File: config.mk
export PLATFORM = sky130hd
export DESIGN_NAME = stream_dedup
export DESIGN_NICKNAME = d
export VERILOG_FILES = /design/src/rtl/dedup_pkg.sv /design/src/rtl/dedup_match_cam.sv /design/src/rtl/stream_dedup.sv
export SDC_FILE = /design/constraint.sdc
export NUM_CORES = 1
export LEC_CHECK = 0
export CAP_MARGIN = 15
export CORE_ASPECT_RATIO = 2
export CORE_UTILIZATION = 45
export DETAILED_ROUTE_END_ITERATION = 10
export GPL_TIMING_DRIVEN = 0
export PLACE_DENSITY = 0.75
export SYNTH_ARGS = -nofsm -noshare
export SYNTH_HDL_FRONTEND = slang
export SYNTH_SLANG_ARGS = --single-unit
export TNS_END_PERCENT = 100
File: constraint.sdc
create_clock -name clk -period 4.6 [get_ports clk]
set_input_delay 1.38 -clock clk [delete_from_list [all_inputs] [get_ports clk]]
set_output_delay 1.38 -clock clk [all_outputs]
set_load 0.02 [all_outputs]
File: src/rtl/dedup_pkg.sv
// Shared definitions for the streaming duplicate remover: FSM states and
// the width helper used to size the unique-entry counter.
package dedup_pkg;

  typedef enum logic {
    ST_COLLECT = 1'b0,
    ST_EMIT    = 1'b1
  } state_t;

  // Counter must hold 0..depth inclusive.
  function automatic int cnt_width(input int depth);
    return (depth < 1) ? 1 : $clog2(depth + 1);
  endfunction

endpackage

File: src/rtl/dedup_match_cam.sv
// Parallel match of one key against every table entry below cnt.
// Purely combinational; unwritten entries are masked off.
module dedup_match_cam
  import dedup_pkg::*;
#(
  parameter int  WIDTH = 8,
  parameter int  DEPTH = 9,
  localparam int CNT_W = cnt_width(DEPTH)
) (
  input  logic [DEPTH*WIDTH-1:0] tbl,
  input  logic [CNT_W-1:0]       cnt,
  input  logic [WIDTH-1:0]       key,
  output logic                   hit
);

  logic [DEPTH-1:0] valid;
  logic [DEPTH-1:0] eq;

  always_comb begin
    valid = '0;
    eq    = '0;
    for (int i = 0; i < DEPTH; i++) begin
      valid[i] = (CNT_W'(i) < cnt);
      eq[i]    = (tbl[i*WIDTH +: WIDTH] == key);
    end
  end

  assign hit = |(valid & eq);

endmodule

File: src/rtl/stream_dedup.sv
// Per-frame streaming duplicate remover: collects first occurrences of each
// value in arrival order, then replays them with a unique count and overflow.
//
// state      | meaning
// ST_COLLECT | accepting frame elements, storing first occurrences
// ST_EMIT    | replaying stored uniques, count/overflow valid
module stream_dedup
  import dedup_pkg::*;
#(
  parameter int  WIDTH = 8,
  parameter int  DEPTH = 9,
  localparam int CNT_W = cnt_width(DEPTH)
) (
  input  logic             clk,
  input  logic             rst,
  input  logic             in_valid,
  output logic             in_ready,
  input  logic [WIDTH-1:0] in_data,
  input  logic             in_last,
  output logic             out_valid,
  input  logic             out_ready,
  output logic [WIDTH-1:0] out_data,
  output logic             out_last,
  output logic [CNT_W-1:0] unique_count,
  output logic             count_valid,
  output logic             overflow
);

  localparam logic [CNT_W-1:0] DEPTH_C = CNT_W'(DEPTH);
  localparam logic [CNT_W-1:0] ONE     = CNT_W'(1);

  state_t                 state, state_nxt;
  logic [CNT_W-1:0]       cnt, cnt_nxt;
  logic [CNT_W-1:0]       rd_ptr, rd_nxt;
  logic                   ovf_nxt;
  logic                   wr_en;
  logic                   hit;
  logic                   emit;
  logic [WIDTH-1:0]       tbl [DEPTH];
  logic [DEPTH*WIDTH-1:0] tbl_flat;

  always_comb begin
    tbl_flat = '0;
    for (int i = 0; i < DEPTH; i++) tbl_flat[i*WIDTH +: WIDTH] = tbl[i];
  end

  dedup_match_cam #(
    .WIDTH (WIDTH),
    .DEPTH (DEPTH)
  ) u_cam (
    .tbl (tbl_flat),
    .cnt (cnt),
    .key (in_data),
    .hit (hit)
  );

  assign emit         = (state == ST_EMIT);
  assign in_ready     = ~emit;
  assign out_valid    = emit;
  assign count_valid  = emit;
  assign unique_count = emit ? cnt : '0;
  assign out_last     = emit && (rd_ptr == cnt - ONE);

  always_comb begin
    out_data = '0;
    if (emit) begin
      for (int i = 0; i < DEPTH; i++) begin
        if (CNT_W'(i) == rd_ptr) out_data = tbl[i];
      end
    end
  end

  always_comb begin
    state_nxt = state;
    cnt_nxt   = cnt;
    rd_nxt    = rd_ptr;
    ovf_nxt   = overflow;
    wr_en     = 1'b0;
    case (state)
      ST_COLLECT: begin
        if (in_valid) begin
          if (!hit) begin
            if (cnt < DEPTH_C) begin
              wr_en   = 1'b1;
              cnt_nxt = cnt + ONE;
            end else begin
              ovf_nxt = 1'b1;
            end
          end
          if (in_last) begin
            state_nxt = ST_EMIT;
            rd_nxt    = '0;
          end
        end
      end
      ST_EMIT: begin
        if (out_ready) begin
          rd_nxt = rd_ptr + ONE;
          if (out_last) begin
            state_nxt = ST_COLLECT;
            cnt_nxt   = '0;
            rd_nxt    = '0;
            ovf_nxt   = 1'b0;
          end
        end
      end
      default: state_nxt = ST_COLLECT;
    endcase
  end

  always_ff @(posedge clk or posedge rst) begin
    if (rst) begin
      state    <= ST_COLLECT;
      cnt      <= '0;
      rd_ptr   <= '0;
      overflow <= 1'b0;
    end else begin
      state    <= state_nxt;
      cnt      <= cnt_nxt;
      rd_ptr   <= rd_nxt;
      overflow <= ovf_nxt;
    end
  end

  // Table contents are qualified by cnt, so they carry no reset.
  always_ff @(posedge clk) begin
    if (wr_en) begin
      for (int i = 0; i < DEPTH; i++) begin
        if (CNT_W'(i) == cnt) tbl[i] <= in_data;
      end
    end
  end

endmodule

==> metrics.txt <==
outcome=complete, no violations; CP Max Fanout=10; Required @ worst endpoint=3.22 ns; logic gate share of total power=42.8%; final hold violation count=0; final instance area=5426 µm²; initial antenna violation count=0; Setup WS pre-CTS=-0.008880 ns; WL met3=405 µm; total global-route track usage=23.79%; end of the worst hold path=overflow; synthesis-stage register bit count=82; worst reg-to-reg path cell count=8; minimum clock period=4.457 ns; share of Yosys cell area claimed by the top area cell type=46.92%; number of placed instances, taps included=553; Top FF cell, synth=edfxtp_1; Mapped Cells=390; sequential area share after synthesis=52.35%; Max Root-Sink Buffers=2; Switch Pwr=0.9749 mW; root buf cell=clkbuf_16; synth warn=0; die width=73.56 µm; Die ar.=10670 µm²; Worst setup SP type=flip-flop; first-pass GRT wire length=18230 µm; Port Buffers=29; Synth Net Count=412; Worst Skew=0.007902 ns; count of final setup violators=0; area grow syn2layout=17.76%; Levels on crit path=9; Bufs and invs on worst path=3; worst vdd ir=0.3091 mV; Synth area leader=edfxtp_1; final wirelength=11840 µm; Hold Path Depth=2; share of layout cells above drive strength 1=13.41%; HP Class=reg2reg; Vias=3280; commonest non-fill, non-tap cells in the layout=edfxtp_1 (72), xor2_1 (40), xnor2_1 (36); ant diodes=0; Die H=145.1 µm; final slew viol count=0; Crit Path Category=reg2out; family with the most delay on the worst path=buffers and inverters; Pwr per Cell Area=491.9 nW/µm²; Max Fclk=224.3 MHz; top routing layer used=met4; drt first pass iters=4; met1 WL=4161 µm; fin util=55.22%; largest net degree at the start of global routing=14; Layout Cells excl Fill=572; Clock Power Share=24.4%; cts bufs inserted=9; CP arrival=3.08 ns; Reg power frac=32.8%; post-route ant nets=0; EDFF count, synth=72; routability cong.=0.9463; Rel. slew slack=43.88%; DR iter-0 viols=228; row count=51; Net Sw Frac=36.52%; final setup margin=0.1426 ns; CP cell instances=inv_1, ha_1, nor3b_4, clkbuf_2, a21oi_1, nor2_1, o21ai_0, a31oi_1, clkdlybuf4s50_1; reg-to-reg slack, setup=1.42 ns; HPWL after DPL=9051 µm; Layout Nets=457; CTS H-tree depth=3; Area contributors post-synth=edfxtp_1 (47%), xor2_1 (7.6%), xnor2_1 (6.8%); Initial Util=46.89%; synth unique cells=59; vias in the first global route=3521; clk_lat worst skew=0.34 ns; met2 WL post-DR=6513 µm; r2r endpoint=tbl[0][59]; CTS tree=built; synthesized area per cell=11.82 µm²; Worst Min Path Start=overflow; Tcrit/Tclk final=96.90%; CP max stage delay=0.64 ns; Critical Path Sink Type=output port; CTS Hold Bufs=0; Worst Tran Pin Value=0.8388 ns; max_cap viols=0; commonest non-fill, non-tap cell in the layout=edfxtp_1; Core Footprint=9827 µm²; Avg WL per Cell=20.69 µm; Async SR Flop Fraction=12.20%; Reg clk slew, reported paths=0.06 ns; Remaining DRCs=0; via/cell ratio=5.734; internal power=1.694 mW; Hold WS=0.5492 ns; mapped cell area=4608 µm²; reg2reg start=cnt[0]; slowest cell on the critical path=clkdlybuf4s50_1; Lkg Pwr=1.898 nW; TritonCTS Sinks=82; # IOs=30; grt total ovfl=0; area of placed instances=5091 µm²
## tightest hold or removal path: cells and delay by family (launching register included)
kind / cells / cell delay (ns)
AOI/OAI and AO/OA: 1 / 0.06
DFF: 1 / 0.37
and+or+nand+nor: 1 / 0.08
## cell families (layout without fill, tap and decap cells)
kind of cell / Yosys count / count (layout) / synth area share, %
and+or+nand+nor: 106 / 106 / 13.69
xor gates and xnor gates: 79 / 79 / 15.50
adders and majority gates: 9 / 9 / 2.444
DFF: 82 / 82 / 52.35
muxes: 1 / 1 / 0.2172
buffers and inverters: 32 / 82 / 4.208
AOI/OAI and AO/OA: 81 / 81 / 11.59
## per-stage QoR
stage	power [mW]	TNS, ns
finish	2.669	0
global route	2.782	-0.005019
CTS	2.660	0
detailed placement	1.977	-0.06729
global placement	1.959	-8.601
floorplan	1.558	0
## final cells by class
class / instances / area [µm²]
Buffer: 19 / 147.6
Clock buffer: 13 / 250.2
Inverter: 13 / 48.80
Multi-Input combinational cell: 276 / 2048
Fill cell: 852 / 4400
Timing Repair Buffer: 34 / 335.3
Clock inverter: 3 / 17.52
Sequential cell: 82 / 2414
Tap cell: 132 / 165.2
## power groups by stage
| stage | Clock, mW | Combinational (mW) | Sequential (mW) |
|---|---|---|---|
| final | 0.650 | 1.14 | 0.876 |
| after global routing | 0.686 | 1.22 | 0.879 |
| after CTS | 0.655 | 1.13 | 0.874 |
| after detailed placement | 0 | 1.09 | 0.889 |
| after global placement | 0 | 1.07 | 0.889 |
| after floorplan | 0 | 0.673 | 0.884 |
## what timing repair did
item / CTS / global route
endpoints found under the setup margin: 8 / 7
setup buffers: 2 / 1
resized for setup: 6 / 7
pin swaps: 1 / 1
hold endpoints to repair: 0 / 0
## worst max-delay path by stage
stage,from,to,slack [ns]
after floorplan,in_data[2],tbl[0][64],0.88
after global placement,in_data[5],tbl[0][65],-0.80
after detailed placement,in_data[1],tbl[0][57],-0.009
after CTS,rd_ptr[0],out_data[1],0.01
after global routing,rd_ptr[0],out_data[2],-0.005
final,rd_ptr[0],out_data[4],0.14
## sequential cells by signal (all words and copies together), names as in the netlist
register and flops:
count_valid 1, tbl 72, overflow 1, rd_ptr 4, cnt 4
## routing by layer
layer  vias to the layer above  track usage [%]
li1                       1522                -
met4                         0            16.35
met1                      1585            24.41
met2                       119            41.70
met3                        54            4.236
met5                         -                0
## cell usage after synthesis, types with 4 or more instances
master	n
edfxtp_1	72
xor2_1	40
xnor2_1	36
nor2_1	28
o21ai_0	21
nand2_1	17
a21oi_1	15
inv_1	12
nand4_1	11
dfrtp_1	10
nor3_1	10
ha_1	9
a221oi_1	8
a22oi_1	8
a31oi_1	7
buf_6	7
a22o_1	6
nand3_1	6
buf_4	5
nor4_1	5
clkbuf_1	4
(Power assumes the default switching activity.)
